File: src/rtl/servo_pos_seq_if.sv
// ---------------------------------------------------------------------------
// servo_pos_seq_if
// Command handshake between a command source and servo_pos_seq.
//
//   cmd_valid  source -> seq   command offered this cycle
//   cmd_ready  seq -> source   command queue can take an entry
//   cmd_pos    source -> seq   target position code (2 bits)
//   cmd_hold   source -> seq   number of frames to hold cmd_pos (8 bits)
//
// A command transfers on any rising clock edge where cmd_valid && cmd_ready.
// ---------------------------------------------------------------------------
interface servo_pos_seq_if;
  logic       cmd_valid;
  logic       cmd_ready;
  logic [1:0] cmd_pos;
  logic [7:0] cmd_hold;

  modport master (
    output cmd_valid,
    output cmd_pos,
    output cmd_hold,
    input  cmd_ready
  );

  modport slave (
    input  cmd_valid,
    input  cmd_pos,
    input  cmd_hold,
    output cmd_ready
  );
endinterface

File: src/rtl/servo_pos_seq.sv
// ---------------------------------------------------------------------------
// servo_pos_seq
// Position sequencer for a hobby-servo PWM block. Generates the servo frame
// timebase, queues position commands (4 deep) and either holds each command
// for a number of frames or, when idle with sweep enabled, sweeps the
// position code triangularly 00,01,10,11,10,01,00,...
//
// Parameters
//   FRAME_CYCLES  clk cycles per servo frame (2 .. 2^20)
//   SWEEP_FRAMES  frames per sweep step (1 .. 255)
//   DEFAULT_POS   position code after reset
//
// Ports
//   clk         system clock, rising edge
//   rst_n       asynchronous active-low reset
//   cmd         command handshake (slave side of servo_pos_seq_if)
//   sweep_en    allow autonomous sweep while no command is queued
//   pos         registered position code for the PWM block
//   frame_tick  one-cycle pulse in the last cycle of every frame
//   cmd_done    one-cycle pulse when a command's hold period ends
//   busy        sequencer is not in IDLE
// ---------------------------------------------------------------------------
module servo_pos_seq #(
  parameter int unsigned FRAME_CYCLES = 1000000,
  parameter int unsigned SWEEP_FRAMES = 50,
  parameter logic [1:0]  DEFAULT_POS  = 2'b00
) (
  input  logic            clk,
  input  logic            rst_n,
  servo_pos_seq_if.slave  cmd,
  input  logic            sweep_en,
  output logic [1:0]      pos,
  output logic            frame_tick,
  output logic            cmd_done,
  output logic            busy
);

  // 20 bits covers the largest legal terminal count (2^20 - 1).
  localparam int unsigned     FC_W       = 20;
  localparam logic [FC_W-1:0] FRAME_LAST = FC_W'(FRAME_CYCLES - 1);
  localparam logic [7:0]      STEP_LAST  = 8'(SWEEP_FRAMES - 1);

  typedef enum logic [1:0] {
    IDLE  = 2'd0,
    LOAD  = 2'd1,
    HOLD  = 2'd2,
    SWEEP = 2'd3
  } state_t;

  // A zero hold is treated as a single frame.
  function automatic logic [7:0] hold_frames(input logic [7:0] h);
    return (h == 8'd0) ? 8'd1 : h;
  endfunction

  // Direction to use for the next sweep step from position p. The end codes
  // force a turn-around so a position loaded by a command (e.g. 11 while the
  // stored direction is up) never wraps 11->00 or 00->11.
  function automatic logic sweep_up(input logic [1:0] p, input logic d);
    if (p == 2'b11)      return 1'b0;
    else if (p == 2'b00) return 1'b1;
    else                 return d;
  endfunction

  state_t          state;
  logic [FC_W-1:0] frame_cnt;
  logic [7:0]      hold_cnt;
  logic [7:0]      step_cnt;
  logic            dir_up;

  // command FIFO
  logic [1:0] fifo_pos  [4];
  logic [7:0] fifo_hold [4];
  logic [1:0] wr_ptr;
  logic [1:0] rd_ptr;
  logic [2:0] fifo_cnt;
  logic       fifo_full;
  logic       fifo_empty;
  logic       push;
  logic       pop;

  logic       step_dir;
  logic [1:0] step_pos;

  // ---- frame timebase ----
  always_ff @(posedge clk or negedge rst_n) begin
    if (!rst_n) begin
      frame_cnt <= '0;
    end else if (frame_cnt == FRAME_LAST) begin
      frame_cnt <= '0;
    end else begin
      frame_cnt <= frame_cnt + FC_W'(1);
    end
  end

  assign frame_tick = (frame_cnt == FRAME_LAST);

  // ---- command FIFO ----
  // cmd_ready depends only on the registered fill level, so a push is
  // refused while full even when LOAD pops in the same cycle.
  assign fifo_full     = (fifo_cnt == 3'd4);
  assign fifo_empty    = (fifo_cnt == 3'd0);
  assign cmd.cmd_ready = !fifo_full;
  assign push          = cmd.cmd_valid && !fifo_full;
  assign pop           = (state == LOAD);

  always_ff @(posedge clk) begin
    if (push) begin
      fifo_pos[wr_ptr]  <= cmd.cmd_pos;
      fifo_hold[wr_ptr] <= cmd.cmd_hold;
    end
  end

  always_ff @(posedge clk or negedge rst_n) begin
    if (!rst_n) begin
      wr_ptr   <= 2'd0;
      rd_ptr   <= 2'd0;
      fifo_cnt <= 3'd0;
    end else begin
      if (push) wr_ptr <= wr_ptr + 2'd1;
      if (pop)  rd_ptr <= rd_ptr + 2'd1;
      case ({push, pop})
        2'b10:   fifo_cnt <= fifo_cnt + 3'd1;
        2'b01:   fifo_cnt <= fifo_cnt - 3'd1;
        default: fifo_cnt <= fifo_cnt;
      endcase
    end
  end

  // ---- sequencer ----
  assign step_dir = sweep_up(pos, dir_up);
  assign step_pos = step_dir ? (pos + 2'd1) : (pos - 2'd1);
  assign busy     = (state != IDLE);

  always_ff @(posedge clk or negedge rst_n) begin
    if (!rst_n) begin
      state    <= IDLE;
      pos      <= DEFAULT_POS;
      hold_cnt <= 8'd0;
      step_cnt <= 8'd0;
      dir_up   <= 1'b1;
      cmd_done <= 1'b0;
    end else begin
      cmd_done <= 1'b0;
      case (state)
        IDLE: begin
          if (!fifo_empty) begin
            state <= LOAD;
          end else if (sweep_en) begin
            step_cnt <= 8'd0;
            state    <= SWEEP;
          end
        end

        LOAD: begin
          pos      <= fifo_pos[rd_ptr];
          hold_cnt <= hold_frames(fifo_hold[rd_ptr]);
          state    <= HOLD;
        end

        // The frame already running when HOLD is entered is the first one.
        HOLD: begin
          if (frame_tick) begin
            if (hold_cnt == 8'd1) begin
              hold_cnt <= 8'd0;
              cmd_done <= 1'b1;
              state    <= IDLE;
            end else begin
              hold_cnt <= hold_cnt - 8'd1;
            end
          end
        end

        // A queued command wins over sweeping; direction is kept so the
        // sweep continues sensibly from wherever the command leaves pos.
        SWEEP: begin
          if (!fifo_empty) begin
            step_cnt <= 8'd0;
            state    <= LOAD;
          end else if (!sweep_en) begin
            step_cnt <= 8'd0;
            state    <= IDLE;
          end else if (frame_tick) begin
            if (step_cnt == STEP_LAST) begin
              step_cnt <= 8'd0;
              pos      <= step_pos;
              dir_up   <= sweep_up(step_pos, step_dir);
            end else begin
              step_cnt <= step_cnt + 8'd1;
            end
          end
        end

        default: state <= IDLE;
      endcase
    end
  end

endmodule

File: src/flat_wrapper.sv
// flat-port wrapper written by rule: the top's interface ports become plain ports
module servo_pos_seq_flat 
#(
  parameter int unsigned FRAME_CYCLES = 1000000,
  parameter int unsigned SWEEP_FRAMES = 50,
  parameter logic [1:0]  DEFAULT_POS  = 2'b00
)
  (clk, rst_n, sweep_en, pos, frame_tick, cmd_done, busy, cmd_cmd_valid, cmd_cmd_pos, cmd_cmd_hold, cmd_cmd_ready);
  servo_pos_seq_if cmd_i ();
  input  logic clk;
  input  logic rst_n;
  input  logic sweep_en;
  output logic [1:0] pos;
  output logic frame_tick;
  output logic cmd_done;
  output logic busy;
  input wire logic [$bits(cmd_i.cmd_valid)-1:0] cmd_cmd_valid;
  input wire logic [$bits(cmd_i.cmd_pos)-1:0] cmd_cmd_pos;
  input wire logic [$bits(cmd_i.cmd_hold)-1:0] cmd_cmd_hold;
  output wire logic [$bits(cmd_i.cmd_ready)-1:0] cmd_cmd_ready;
  assign cmd_i.cmd_valid = cmd_cmd_valid;
  assign cmd_i.cmd_pos = cmd_cmd_pos;
  assign cmd_i.cmd_hold = cmd_cmd_hold;
  assign cmd_cmd_ready = cmd_i.cmd_ready;
  servo_pos_seq #(.FRAME_CYCLES(FRAME_CYCLES), .SWEEP_FRAMES(SWEEP_FRAMES), .DEFAULT_POS(DEFAULT_POS)) u_core (.clk(clk), .rst_n(rst_n), .cmd(cmd_i), .sweep_en(sweep_en), .pos(pos), .frame_tick(frame_tick), .cmd_done(cmd_done), .busy(busy));
endmodule
File: config.mk
export PLATFORM = sky130hd
export DESIGN_NAME = servo_pos_seq_flat
export DESIGN_NICKNAME = d
export VERILOG_FILES = /design/src/rtl/servo_pos_seq_if.sv /design/src/rtl/servo_pos_seq.sv /design/src/flat_wrapper.sv
export SDC_FILE = /design/constraint.sdc
export NUM_CORES = 1
export LEC_CHECK = 0
export ABC_AREA = 1
export BUFFER_PORTS_ARGS = -buffer_cell sky130_fd_sc_hd__buf_4
export CORE_MARGIN = 4
export CORE_UTILIZATION = 61
export DETAILED_ROUTE_END_ITERATION = 7
export PLACE_DENSITY = 0.78
export SYNTH_ARGS = -nofsm -noshare
export SYNTH_HDL_FRONTEND = slang
export SYNTH_SLANG_ARGS = --single-unit
File: constraint.sdc
create_clock -name clk -period 2.1 [get_ports clk]
set_input_delay 0.21 -clock clk [delete_from_list [all_inputs] [get_ports clk]]
set_output_delay 0.21 -clock clk [all_outputs]
set_load 0.01 [all_outputs]
* After elaboration in Yosys (flattened, before gate mapping)
Memory sizes are Yosys's and may differ from the RTL's.
Index checks and enable logic that the tools add are counted.
** Word-level totals
- Input port bits :: 14
- Flip-flop bits (word level) :: 49
- Word-level logic and storage cells :: 95
- Latch bits :: 0
- Memory bits (writable) :: 40
- Memories :: 2
- Output and inout bits :: 6
- Memory bits (read-only) :: 0
** Memory list
- u_core.fifo_hold :: words 4, width 8, rd ports 1, clocked after Yosys merged registers in 0, write ports 1, line servo_pos_seq.sv:72 : logic [7:0] fifo_hold [4];
- u_core.fifo_pos :: words 4, width 2, rd ports 1, clocked after Yosys merged registers in 0, write ports 1, line servo_pos_seq.sv:71 : logic [1:0] fifo_pos [4];
** Cells by class
- Mux-type cells :: 35
- Divide/modulo/power cells :: 0
- Reduce and logical (&&, ||, !) cells :: 17
- Bitwise logic cells :: 0
- $add $sub $neg :: 9
- Shift operators :: 0
- Multipliers :: 0
- Eq/ne operators :: 22
- $lt $le $gt $ge :: 0
** Operator list (count)
- $mux W8 :: 9
- $pmux W8 S2 :: 2
- $mux W2 :: 11
- $add A20 B1 Y20 const B :: 1
- $eq A20 B20 Y1 const B :: 1
- $mux W20 :: 1
- $eq A2 B2 Y1 const B :: 5
- $reduce_and A5 Y1 :: 2
- $reduce_bool A2 Y1 :: 5
- $mux W1 :: 9
- $add A8 B1 Y8 const B :: 1
- $eq A8 B1 Y1 const B :: 1
- $eq A8 B6 Y1 const B :: 1
- $logic_not A8 Y1 :: 1
- $ne A2 B1 Y1 const B :: 4
- $ne A2 B2 Y1 const B :: 4
- $pmux W2 S4 :: 1
- $reduce_and A4 Y1 :: 2
- $sub A8 B1 Y8 const B :: 1
- $add A2 B1 Y2 const B :: 3
- $logic_not A2 Y1 :: 3
- $ne A3 B3 Y1 const B :: 2
- $pmux W3 S2 :: 1
- $eq A2 B1 Y1 const B :: 2
- 10 further kinds :: 10

* Depth between registers and ports, before layout
- Depth after elaboration :: 9
- Depth in mapped cells :: 12
- Mapped depth without buffers :: 11

* Least setup slack after synthesis
No wires, ideal clock.
- Path type :: flip-flop to flip-flop
- Start point :: register u_core.fifo_cnt[0]
- End point :: register u_core.fifo_cnt[2]
- Data arrival time :: 1.820 ns
- Required time :: 1.969 ns
- Path slack :: 0.150 ns
- Stages on the path, launching flop included :: 10
- Setup time :: 0.131 ns
- Buffers on the path :: 0
- Period minus slack after synthesis :: 1.950 ns
- Cell sequence :: dfrtp_1 > inv_1 > nand3_1 > nand2_1 > ha_1 > inv_1 > fa_1 > a21oi_1 > o21ai_0 > xor2_1
** Between the ends
- Cells in the longest elaborated chain, start to end :: 5
- Elaborated cells on any way between the ends :: 9
- Those cells by class :: 2 x add/sub; 3 x eq/ne; 1 x mux; 3 x reduce/logical
** RTL lines
- start: declaration :: line servo_pos_seq.sv:75 : logic [2:0] fifo_cnt;
- start signal: assignment :: line servo_pos_seq.sv:122 : 2'b10: fifo_cnt <= fifo_cnt + 3'd1;
- start signal: assignment :: line servo_pos_seq.sv:123 : 2'b01: fifo_cnt <= fifo_cnt - 3'd1;
- start signal: assignment :: line servo_pos_seq.sv:124 : default: fifo_cnt <= fifo_cnt;
- $eq A3 B3 Y1 (*) :: line servo_pos_seq.sv:100 : assign fifo_full = (fifo_cnt == 3'd4);
- $logic_not A1 Y1 (*)
- named net cmd_cmd_ready :: line flat_wrapper.sv:20 : output wire logic [$bits(cmd_i.cmd_ready)-1:0] cmd_cmd_ready;
- $logic_and A1 B1 Y1 (*) :: line servo_pos_seq.sv:103 : assign push = cmd.cmd_valid && !fifo_full;
- $eq A2 B1 Y1 or $eq A2 B2 Y1 (tied branches) :: line servo_pos_seq.sv:121 : case ({push, pop})
- $pmux W3 S2 or $reduce_bool A2 Y1 (tied branches)
The timed path passes the listed nets; every way through them passes the cells marked *.
A chain may end at the register's enable or synchronous reset.

* Worst setup path in the final report
- Start point :: register u_core.fifo_cnt[0]
- End point :: register u_core.fifo_cnt[2]
** Between the ends
- Cells in the longest elaborated chain, start to end :: 5
- Elaborated cells on any way between the ends :: 9
- Those cells by class :: 2 x add/sub; 3 x eq/ne; 1 x mux; 3 x reduce/logical
** RTL lines (line)
- $eq A3 B3 Y1 :: servo_pos_seq.sv:100
- $logic_not A1 Y1 :: servo_pos_seq.sv:103
- $logic_and A1 B1 Y1 :: servo_pos_seq.sv:103
- $eq A2 B1 Y1 or $eq A2 B2 Y1 (tied branches) :: servo_pos_seq.sv:121
- $pmux W3 S2 or $reduce_bool A2 Y1 (tied branches)
Parallel ways exist; a longest one is shown, timed or not.

==> impl_metrics.py <==
metrics = {
    "setup_path": {
        "r2r_setup_slack_ps": 170,
        "worstPathBufferInverterCount": 2,
        "path_max_fanout": 3,
        "rr_endpoint": "u_core.fifo_cnt[2]$_DFFE_PN0P_",
        "path_cells": "inv_1, nand3_1, nand2_1, ha_1, inv_1, fa_1, a21oi_1, o21ai_0, xor2_1",
        "reg2regPathDepth": 9,
        "cp_slowest_cell": "dfrtp_1",
        "critPathRequiredTime_ps": 2340,
        "arrival_ps": 2180,
        "cpPeakStageDelay_ps": 400,
        "timing.rr.start": "u_core.fifo_cnt[0]$_DFFE_PN0P_",
        "crit_cells": 9,
        "crit_family": "adder cells",
        "crit_path_frequent_cell": "inv_1",
        "setup.worst_path.start_class": "flip-flop",
        "cp-end-kind": "flip-flop",
        "worstSetupPathType": "flip-flop to flip-flop",
    },
    "clocking": {
        "cts_tree": "done",
        "clock_path_buffers": 2,
        "clkTransAtPathRegs_ps": 90,
        "clk_root_buffer_cell": "clkbuf_8",
        "postCtsSetupBuffers": 0,
        "clock_latency_ps": 360,
        "htree_levels": 3,
        "cts.sinks": 89,
        "cts_buffers": 9,
    },
    "cells_and_area": {
        "antenna_cells": 0,
        "syn2layout_area_growth_pct": 11.7,
        "multi_input_area_um2": 1690,
        "final-seq-area_um2": 2430,
        "num-nets-final": 553,
        "drive_above_1_share": 0.111,
        "fill_cells": 566,
        "fin_util": 0.713,
    },
    "global_route": {
        "grt_usage": 0.208,
        "grt_pass1_vias": 3189,
        "grt_max_degree": 50,
        "antenna_found_initial": 0,
        "overflow": 0,
        "grt_pass1_wl_um": 14000,
    },
    "route": {
        "drtIter0Drc": 136,
        "dr.pass1.iters": 4,
        "wirelength_um": 8230,
        "wl_per_cell_um": 13.1,
        "via_count": 3310,
        "ant_nets": 0,
        "routed_via_density": 5.26,
        "drcViolationCount": 0,
    },
    "timing": {
        "setup-violations-final": 0,
        "hold_viol": 0,
        "skew_ps": 6.51,
        "period_minus_slack_ps": 1930,
        "fmax_ghz": 0.517,
        "fin_crit_sh": 0.921,
        "relSlewSlack": 0.587,
        "fin_setup_tns_ps": 0,
        "slew_violations": 0,
        "worstMarginPinSlew_ps": 620,
        "rsz0062_at_grt": "false",
    },
    "floorplan": {
        "rows": 30,
        "die_area_um2": 8650,
        "ios": 20,
        "die_h_um": 93.0,
        "initial_core_util": 0.638,
        "chipWidth_um": 93.0,
        "core_area_um2": 6910,
    },
    "yosys": {
        "synth_cells": 495,
        "syn-num-nets": 520,
        "yosysWarnings": 0,
        "synth_top_area_frac": 0.272,
        "synth_area_leader_cell": "dfrtp_1",
        "synth.avg_cell_area_um2": 8.91,
        "synth-seq-cells": 89,
        "seq_area_frac_synth": 0.551,
        "synth.cell_area_um2": 4410,
        "synth_cell_types": 31,
        "synth.area.top_cells": "dfrtp_1 (27%), edfxtp_1 (27%), nand2_1 (11%)",
    },
    "power_and_ir_drop": {
        "ir_worst_vdd_v": 0.000574,
        "p_total_mw": 4.46,
        "p_leak_nw": 2.32,
        "power_density_nw_per_um2": 905,
    },
    "job": {
        "cap_viol_max_count": 0,
    },
    "hold_path": {
        "worstHoldPathCells": 1,
        "hp-class": "input port to flip-flop",
        "min_from": "cmd_cmd_hold[4]",
        "worstHoldEndpoint": "u_core.fifo_hold[3][4]$_DFFE_PP_",
    },
    "place": {
        "portBuffers": 19,
        "gp_congestion": 0.835,
        "place_hpwl_um": 6020,
    },
    "status": {
        "run_status": "finished, final reports clean",
    },
}
Yosys cell counts:
master,instances
nand2_1,125
inv_1,66
nor2_1,50
dfrtp_1,48
nand3_1,46
edfxtp_1,40
o21ai_0,25
xor2_1,16
a21oi_1,11
ha_1,10
nor3_1,10
clkbuf_1,6
nand4_1,6
o22ai_1,6
xnor2_1,5
nand3_2,3
o21ai_1,3
a31oi_1,2
nand2_2,2
nand3b_1,2
nor2_2,2
nor2_4,2
buf_2,1
buf_6,1
dfstp_2,1
fa_1,1
inv_2,1
nand3_4,1
nor3_4,1
nor3b_1,1
or2_2,1
final cells by class:
cell class                      instances  area share
Timing Repair Buffer                   30      0.0462
Inverter                               67      0.0511
Clock buffer                            9      0.0252
Sequential cell                        89       0.493
Tap cell                               96      0.0244
Multi-Input combinational cell        331       0.343
Clock inverter                          7      0.0170
logic make-up after synthesis:
group,synth area share
adders and majority gates,0.0329
and+or+nand+nor,0.253
buffers and inverters,0.0659
AOI/OAI and AO/OA,0.0556
DFF,0.551
xor gates and xnor gates,0.0417
placed cells by master, fill, tap and decap left out, drive strengths merged:
master	synthesis	layout
clkbuf	6	9
nand2	127	127
edfxtp	40	40
inv	67	72
ha	10	10
a21oi	11	11
dfstp	1	1
clkinv	0	1
xor2	16	16
o22ai	6	6
dfrtp	48	48
nor3b	1	1
buf	2	29
dlygate4sd3	0	1
fa	1	1
nor2	54	54
nand3	50	50
nor3	11	11
o21ai	28	28
a31oi	2	2
nand3b	2	2
nand4	6	6
bufinv	0	1
xnor2	5	5
or2	1	1
worst max path at each step:
| stage | start | endpoint | slack [ps] |
|---|---|---|---|
| finish | u_core.fifo_cnt[0]$_DFFE_PN0P_ | u_core.fifo_cnt[2]$_DFFE_PN0P_ | 170 |
| global route | u_core.frame_cnt[1]$_DFF_PN0_ | frame_tick | 70 |
| CTS | u_core.frame_cnt[1]$_DFF_PN0_ | frame_tick | 150 |
| detailed placement | u_core.fifo_cnt[0]$_DFFE_PN0P_ | u_core.fifo_cnt[2]$_DFFE_PN0P_ | 210 |
| global placement | u_core.fifo_cnt[0]$_DFFE_PN0P_ | u_core.fifo_cnt[2]$_DFFE_PN0P_ | 330 |
| floorplan | u_core.fifo_cnt[0]$_DFFE_PN0P_ | u_core.fifo_cnt[2]$_DFFE_PN0P_ | 150 |
registers in the layout, indices dropped and copies added, names as in the netlist:
register / count
u_core.pos: 2
u_core.dir_up: 1
u_core.frame_cnt: 20
u_core.fifo_cnt: 3
u_core.hold_cnt: 8
u_core.state: 2
u_core.cmd_done: 1
u_core.fifo_pos: 8
u_core.step_cnt: 8
u_core.fifo_hold: 32
u_core.rd_ptr: 2
u_core.wr_ptr: 2
routing by layer:
metal	vias to the layer above	part of all wire	global-route usage
met3	11	0.039	0.0523
met4	0	0.010	0.0708
met2	62	0.52	0.372
met5	-	0	0
met1	1567	0.43	0.242
li1	1670	-	-
timing repair:
action,CTS,global route
hold endpoints to repair,48,0
hold buffers,1,0
setup endpoints to repair,0,0
resized for setup,0,0
worst register-to-register path: stages (launching register included):
cell	delay, ps
dfrtp_1	400
inv_1	140
nand3_1	120
nand2_1	100
ha_1	150
inv_1	70
fa_1	380
a21oi_1	170
o21ai_0	130
xor2_1	160
where the power goes:
part | leakage [nW] | internal, mW | total, mW | switching, mW
combinational | 1.21 | 0.369 | 1.04 | 0.666
clock | 0.108 | 0.577 | 1.23 | 0.651
sequential | 1.00 | 2.09 | 2.19 | 0.104
stage by stage:
| step | instances | instance area (um^2) | hold WS [ps] | setup slack (ps) |
|---|---|---|---|---|
| floorplan | 495 | 4410 | -85.6 | 150 |
| global placement | 612 | 4710 | 258 | 334 |
| detailed placement | 612 | 4710 | 265 | 205 |
| CTS | 629 | 4920 | 19.3 | 153 |
| global route | 629 | 4920 | 14.9 | 74.9 |
| finish | 629 | 4920 | 36.6 | 166 |
No activity file was read; power rests on OpenSTA's default activity.
